--- src/rtl/sisc_pkg.sv ---
// Shared SISC constants: opcodes, addressing modes, controller state codes
// and a small opcode classifier used by the control FSM.
package sisc_pkg;

  localparam logic [3:0] OP_NOOP = 4'd0;
  localparam logic [3:0] OP_LOD  = 4'd1;
  localparam logic [3:0] OP_STR  = 4'd2;
  localparam logic [3:0] OP_SWP  = 4'd3;
  localparam logic [3:0] OP_BRA  = 4'd4;
  localparam logic [3:0] OP_BRR  = 4'd5;
  localparam logic [3:0] OP_BNE  = 4'd6;
  localparam logic [3:0] OP_BNR  = 4'd7;
  localparam logic [3:0] OP_ALU  = 4'd8;
  localparam logic [3:0] OP_HLT  = 4'd15;

  localparam logic [3:0] AM_IMM  = 4'd8;

  localparam logic [2:0] ST_START    = 3'd0;
  localparam logic [2:0] ST_FETCH    = 3'd1;
  localparam logic [2:0] ST_DECODE   = 3'd2;
  localparam logic [2:0] ST_EXECUTE  = 3'd3;
  localparam logic [2:0] ST_MEM      = 3'd4;
  localparam logic [2:0] ST_MEM_WAIT = 3'd5;
  localparam logic [2:0] ST_WB       = 3'd6;
  localparam logic [2:0] ST_HALT     = 3'd7;

  typedef enum logic [2:0] {
    CLS_NOP,
    CLS_MEM,
    CLS_BR,
    CLS_RF,
    CLS_HLT
  } op_cls_e;

  // Undefined opcodes fall into CLS_NOP so they retire straight from DECODE.
  function automatic op_cls_e op_class(input logic [3:0] opc);
    op_cls_e cls;
    case (opc)
      OP_LOD, OP_STR:                 cls = CLS_MEM;
      OP_BRA, OP_BRR, OP_BNE, OP_BNR: cls = CLS_BR;
      OP_SWP, OP_ALU:                 cls = CLS_RF;
      OP_HLT:                         cls = CLS_HLT;
      default:                        cls = CLS_NOP;
    endcase
    return cls;
  endfunction

  function automatic logic is_rel_br(input logic [3:0] opc);
    return (opc == OP_BRR) || (opc == OP_BNR);
  endfunction

endpackage

--- src/rtl/sisc_br_cond.sv ---
// Branch condition evaluator: a zero mask is unconditional, otherwise
// BRA/BRR take on any masked flag set and BNE/BNR take on none set.
module sisc_br_cond
  import sisc_pkg::*;
#(
  parameter int OPC_W  = 4,
  parameter int STAT_W = 4
) (
  input  logic [OPC_W-1:0]  opcode,
  input  logic [STAT_W-1:0] mm,
  input  logic [STAT_W-1:0] stat,
  output logic              taken
);

  logic hit;
  logic br_pos;
  logic br_neg;

  assign hit    = |(stat & mm);
  assign br_pos = (opcode == OPC_W'(OP_BRA)) || (opcode == OPC_W'(OP_BRR));
  assign br_neg = (opcode == OPC_W'(OP_BNE)) || (opcode == OPC_W'(OP_BNR));
  assign taken  = (mm == '0) || (br_pos && hit) || (br_neg && !hit);

endmodule

--- src/rtl/sisc_ctrl_mc.sv ---
// Multicycle SISC control FSM: fetch/decode/execute/mem/writeback sequencing
// with a memory request/ack handshake, wait-state timeout and sticky HALT.
module sisc_ctrl_mc
  import sisc_pkg::*;
#(
  parameter int OPC_W   = 4,
  parameter int STAT_W  = 4,
  parameter int ALUOP_W = 2,
  parameter int TMO_W   = 4
) (
  input  logic               clk,
  input  logic               rst,
  input  logic               run,
  input  logic [OPC_W-1:0]   opcode,
  input  logic [STAT_W-1:0]  mm,
  input  logic [STAT_W-1:0]  stat,
  input  logic               mem_ack,
  output logic               rf_we,
  output logic               wb_sel,
  output logic               rd_sel,
  output logic               br_sel,
  output logic               pc_rst,
  output logic               pc_write,
  output logic               pc_sel,
  output logic               ir_load,
  output logic [ALUOP_W-1:0] alu_op,
  output logic               mem_req,
  output logic               mem_we,
  output logic               halted,
  output logic               bus_err,
  output logic [2:0]         state_o
);

  // The counter is cleared on entry to MEM_WAIT, so reaching all-ones after
  // the increment marks the (2**TMO_W-1)-th unanswered wait cycle.
  localparam logic [TMO_W-1:0] TMO_LAST = TMO_W'((2 ** TMO_W) - 2);

  logic [2:0]        state_reg, state_next;
  logic [TMO_W-1:0]  tmo_cnt_reg, tmo_cnt_next;
  logic              bus_err_reg, bus_err_next;
  logic [OPC_W-1:0]  opcode_q;
  logic [STAT_W-1:0] mm_q;
  op_cls_e           cls_dec, cls_q;
  logic              taken;

  assign cls_dec = op_class(4'(opcode));
  assign cls_q   = op_class(4'(opcode_q));

  sisc_br_cond #(
    .OPC_W  (OPC_W),
    .STAT_W (STAT_W)
  ) u_br_cond (
    .opcode (opcode_q),
    .mm     (mm_q),
    .stat   (stat),
    .taken  (taken)
  );

  always_ff @(posedge clk) begin
    if (rst) begin
      state_reg   <= ST_START;
      tmo_cnt_reg <= '0;
      bus_err_reg <= 1'b0;
      opcode_q    <= '0;
      mm_q        <= '0;
    end else begin
      state_reg   <= state_next;
      tmo_cnt_reg <= tmo_cnt_next;
      bus_err_reg <= bus_err_next;
      if (state_reg == ST_DECODE) begin
        opcode_q <= opcode;
        mm_q     <= mm;
      end
    end
  end

  always_comb begin
    state_next   = state_reg;
    tmo_cnt_next = tmo_cnt_reg;
    bus_err_next = bus_err_reg;
    case (state_reg)
      ST_START:   if (run) state_next = ST_FETCH;
      ST_FETCH:   if (run) state_next = ST_DECODE;
      ST_DECODE: begin
        case (cls_dec)
          CLS_HLT:                  state_next = ST_HALT;
          CLS_MEM, CLS_BR, CLS_RF:  state_next = ST_EXECUTE;
          default:                  state_next = ST_FETCH;
        endcase
      end
      ST_EXECUTE: begin
        case (cls_q)
          CLS_MEM: state_next = ST_MEM;
          CLS_RF:  state_next = ST_WB;
          default: state_next = ST_FETCH;
        endcase
      end
      ST_MEM, ST_MEM_WAIT: begin
        tmo_cnt_next = (state_reg == ST_MEM) ? '0 : tmo_cnt_reg + TMO_W'(1);
        // An ack arriving on the timeout cycle still completes the access.
        if (mem_ack) begin
          state_next = (opcode_q == OPC_W'(OP_LOD)) ? ST_WB : ST_FETCH;
        end else if (state_reg == ST_MEM) begin
          state_next = ST_MEM_WAIT;
        end else if (tmo_cnt_reg == TMO_LAST) begin
          bus_err_next = 1'b1;
          state_next   = ST_HALT;
        end
      end
      ST_WB:      state_next = ST_FETCH;
      ST_HALT:    state_next = ST_HALT;
      default:    state_next = ST_START;
    endcase
  end

  always_comb begin
    rf_we    = 1'b0;
    wb_sel   = 1'b1;
    rd_sel   = 1'b0;
    br_sel   = 1'b1;
    pc_rst   = 1'b0;
    pc_write = 1'b0;
    pc_sel   = 1'b1;
    ir_load  = 1'b0;
    alu_op   = ALUOP_W'(2'b10);
    mem_req  = 1'b0;
    mem_we   = 1'b0;
    halted   = 1'b0;
    case (state_reg)
      ST_START:   pc_rst = 1'b1;
      ST_FETCH: begin
        pc_sel   = 1'b0;
        pc_write = run;
        ir_load  = run;
      end
      // DECODE sees the fresh IR, so it steers br_sel from the live opcode.
      ST_DECODE:  br_sel = !is_rel_br(4'(opcode));
      ST_EXECUTE: begin
        alu_op[0] = (mm_q == STAT_W'(AM_IMM));
        alu_op[1] = (opcode_q != OPC_W'(OP_ALU));
        rd_sel    = (cls_q == CLS_MEM);
        br_sel    = !is_rel_br(4'(opcode_q));
        if (cls_q == CLS_BR) pc_write = taken;
      end
      ST_MEM, ST_MEM_WAIT: begin
        mem_req = 1'b1;
        mem_we  = (opcode_q == OPC_W'(OP_STR));
      end
      ST_WB: begin
        rf_we  = (cls_q == CLS_RF) || (opcode_q == OPC_W'(OP_LOD));
        wb_sel = (opcode_q == OPC_W'(OP_LOD));
      end
      ST_HALT:    halted = 1'b1;
      default: ;
    endcase
  end

  assign bus_err = bus_err_reg;
  assign state_o = state_reg;

endmodule

--- config.mk ---
export PLATFORM = sky130hd
export DESIGN_NAME = sisc_ctrl_mc
export DESIGN_NICKNAME = d
export VERILOG_FILES = /design/src/rtl/sisc_pkg.sv /design/src/rtl/sisc_br_cond.sv /design/src/rtl/sisc_ctrl_mc.sv
export SDC_FILE = /design/constraint.sdc
export NUM_CORES = 1
export LEC_CHECK = 0
export ABC_AREA = 1
export BUFFER_PORTS_ARGS = -buffer_cell sky130_fd_sc_hd__buf_2
export CAP_MARGIN = 20
export CORE_UTILIZATION = 40
export DETAILED_ROUTE_END_ITERATION = 10
export PLACE_DENSITY = 0.65
export SLEW_MARGIN = 5
export SYNTH_ARGS = -nofsm -noshare
export SYNTH_HDL_FRONTEND = slang
export SYNTH_SLANG_ARGS = --single-unit
--- constraint.sdc ---
create_clock -name clk -period 3.85 [get_ports clk]
set_clock_uncertainty 0.05 [all_clocks]
set_input_delay 0.5775 -clock clk [delete_from_list [all_inputs] [get_ports clk]]
set_output_delay 0.5775 -clock clk [all_outputs]
set_load 0.05 [all_outputs]
==> implementation parameters <==
Parameter                              Value

Status
  Result of the run ... complete, no violations

Timing
  Final count of negative-setup-slack endpoints ... 0
  Post-route minimum period ... ~2.4 ns
  Actual slew at the worst max-slew pin ... roughly 0.53 ns
  RSZ-0062 raised after global routing ... false
  Hold Violations, Final ... 0
  Sum of negative setup slack ... 0 ns
  Period utilisation layout ... 0.634
  Achievable clock frequency ... 409 MHz
  Worst slew margin ... 0.649
  Final Max Tran Viols ... 0

Synth
  Share of synthesized registers carrying an async set or reset ... 0
  Total standard cell area after synthesis ... ~1200 µm²
  Distinct cells, synth ... 30
  Synthesis Warnings ... 0
  Top-count cell post-synth ... sky130_fd_sc_hd__nand2_1
  EDFF count, synth ... 0
  Top cells by area, synth ... sky130_fd_sc_hd__dfxtp_1 (31%), sky130_fd_sc_hd__nand2_1 (12%), sky130_fd_sc_hd__inv_1 (7.7%)
  Mapped Cells ... between 150 and 200
  Syn_nets ... ~200
  Seq/Total Area, Yosys ... 0.311
  Number of synthesized register bits ... 19
  Mean instance size in the synthesized netlist ... 6.75 µm²
  Cell taking the most area after synthesis ... sky130_fd_sc_hd__dfxtp_1
  Commonest cells post-synth ... sky130_fd_sc_hd__nand2_1 (40), sky130_fd_sc_hd__inv_1 (25), sky130_fd_sc_hd__nor2_1 (21), sky130_fd_sc_hd__dfxtp_1 (19), sky130_fd_sc_hd__nand3_1 (18)
  Synth top area share ... 0.311
  Most used flip-flop cell after synthesis ... sky130_fd_sc_hd__dfxtp_1

Layout
  Area of the multi-input gates ... about 700 µm²
  Filler cell count ... 300
  Layout net count ... between 200 and 250
  Antenna Cells ... 0
  Layout cells sized above 1 ... 0.258
  Sequential cell area ... approximately 380 µm²
  Growth of design area from synthesis to finish ... 15.6%
  Non-filler cells, final ... around 240
  Post-route cell area ... roughly 1400 µm²

Clock tree
  CTS sink count ... 19
  CTS HTree Levels ... 1
  Post-CTS Setup Inserts ... 0
  Number of buffers on the longest clock path ... 2
  Clock root buffer ... sky130_fd_sc_hd__clkbuf_4
  Clock transition time at the flip-flop clock pins of the worst setup and hold paths ... 0.11 ns
  Quantity of gates resized following cts ... 0
  TritonCTS clock tree ... done
  Worst skew pair latency ... about 0.3 ns
  Quantity of hold-fixing buffers added after cts ... 0
  Clock buffers created by TritonCTS ... 3

Hold path
  Critical hold path startpoint ... rst
  Cell depth of the worst hold path ... 2
  Destination of the worst hold path ... bus_err$_SDFFE_PP0P_
  Type of the tightest min-delay check ... primary input to flip-flop

Placement
  Post-Place Cells ... 240
  Port bufs ... 32
  Total placed instance area ... 1390 µm²
  Half-perimeter wire length after placement ... approximately 2100 µm
  Placer's final routability congestion estimate ... 0.787

Routing
  Violation count after the first detailed-route iteration ... 48
  1st-pass router iterations ... 4
  Residual antenna-violating net count after detailed routing ... 0
  Detail-routed via count per cell ... 4.83
  Total wire length ... around 2600 µm
  Vias ... between 1000 and 1500
  Average wire length per cell after detail routing ... 10.8 µm
  Post-detailed-route DRC marker count ... 0

Floorplanning
  Count of pins on the block boundary ... 33
  Die X ... 57.3 µm
  Initial standard-cell utilization of the core ... 0.432
  Row count ... 19
  Area of the placeable core ... approximately 2800 µm²
  Die Ht ... between 50 and 60 µm
  Die Footprint ... 3280 µm²

Global routing
  Grt ovf ... 0
  Wire length of the first global-routing pass ... 4420 µm
  Antenna violations before repair ... 0
  Maximum number of pins on one net before global-route repair ... 14
  Total track usage ... 0.175
  Via count of the first global-routing pass ... roughly 1000

Power and ir drop
  Switching fraction of total power ... 0.296
  Cell leakage power ... 0.716 nW
  Net load switching power ... ~110 µW
  Sequential fraction of design power ... 0.560
  Total power divided by cell area ... around 260 nW/µm²
  Clock share of power ... 0.275
  Design internal power ... between 200 and 300 µW
  Largest vdd supply drop ... roughly 0.00016 V
  Portion of total power attributed to combinational logic ... 0.165

Worst setup path
  Required time at the endpoint of the critical path ... roughly 3.2 ns
  Element type at the critical path start ... flip-flop
  Type of element capturing the critical path ... output port
  FF-to-FF End ... cls_q[0]$_DFF_P_
  Reg-to-Reg Start ... state_o[1]$_SDFFE_PP0P_
  Slack of the worst reg-to-reg path ... ~2.3 ns
  Arrival time reported for the critical path endpoint ... roughly 1.8 ns
  Highest net fanout along the worst path ... 11
  Critical path start-end classification ... flip-flop to output port
  R2R depth ... 7

Job
  MaxCap Viol Count ... 0
[worst max path at each step]
stage                     slack [ns]         to               startpoint  cells after the start
after CTS                       1.36      rf_we  state_o[1]$_SDFFE_PP0P_                      4
after global routing            1.26      rf_we  state_o[1]$_SDFFE_PP0P_                      4
after floorplan                 0.54  alu_op[0]  state_o[1]$_SDFFE_PP0P_                      3
after global placement          1.75  alu_op[0]  state_o[1]$_SDFFE_PP0P_                      3
final                           1.41      rf_we  state_o[1]$_SDFFE_PP0P_                      4
after detailed placement        1.70      rf_we  state_o[1]$_SDFFE_PP0P_                      4
[area by class of cell]
cell class,instances,area share
repair buffers,32,0.113
well taps,31,0.0275
multi-input cells,130,0.496
inverters,28,0.0745
clock buffers,4,0.0186
flip-flops and latches,19,0.270
[power by group through the flow]
stage,logic [mW],registers (mW),clock network (mW)
6_report,0.0607,0.206,0.101
5_1_grt,0.0676,0.207,0.115
4_1_cts,0.0614,0.207,0.107
3_5_place_dp,0.0611,0.211,0
3_3_place_gp,0.0612,0.211,0
2_1_floorplan,0.0448,0.211,0
[logic make-up after synthesis]
group,count (synthesis),synth area share
simple gates,108,0.457
flops,19,0.311
fa+ha+maj,2,0.0205
compound gates,18,0.0820
xor+xnor,2,0.0143
buf+inv,32,0.115
[routing by layer]
layer,wire [µm],up-vias,global-route usage
met3,95,2,0.0476
li1,-,644,-
met2,1220,13,0.301
met4,15,0,0.0418
met5,0,-,0
met1,1310,520,0.218
[metrics by stage]
stage / setup WS (ns) / util / hold WS [ns] / power (mW)
CTS: 1.36 / 0.499 / 0.418 / 0.374
detailed placement: 1.70 / 0.490 / 0.416 / 0.272
finish: 1.41 / 0.499 / 0.421 / 0.368
floorplan: 0.537 / - / 0.393 / 0.255
global route: 1.26 / 0.499 / 0.421 / 0.390
global placement: 1.75 / 0.490 / 0.405 / 0.272
[placed cells by master (no fill, tap or decap), drive strengths merged]
cell type	Yosys	layout
nand3	20	20
dfxtp	19	19
nor4b	1	1
nand4	2	2
nor4	2	2
inv	28	28
clkbuf	0	4
nor3	8	8
a2bb2oi	1	1
nand2	49	49
ha	2	2
or2	1	1
a21boi	1	1
nand3b	2	2
buf	4	32
o21ai	8	8
xor2	2	2
nor2	23	23
a21oi	7	7
a41oi	1	1
[critical path, cell delays in order (launching register included)]
cell,delay (ns)
sky130_fd_sc_hd__dfxtp_1,0.67
sky130_fd_sc_hd__inv_1,0.17
sky130_fd_sc_hd__nor3_2,0.20
sky130_fd_sc_hd__a21boi_0,0.19
sky130_fd_sc_hd__buf_2,0.28
Note: power is estimated with default switching activity, not from simulation.
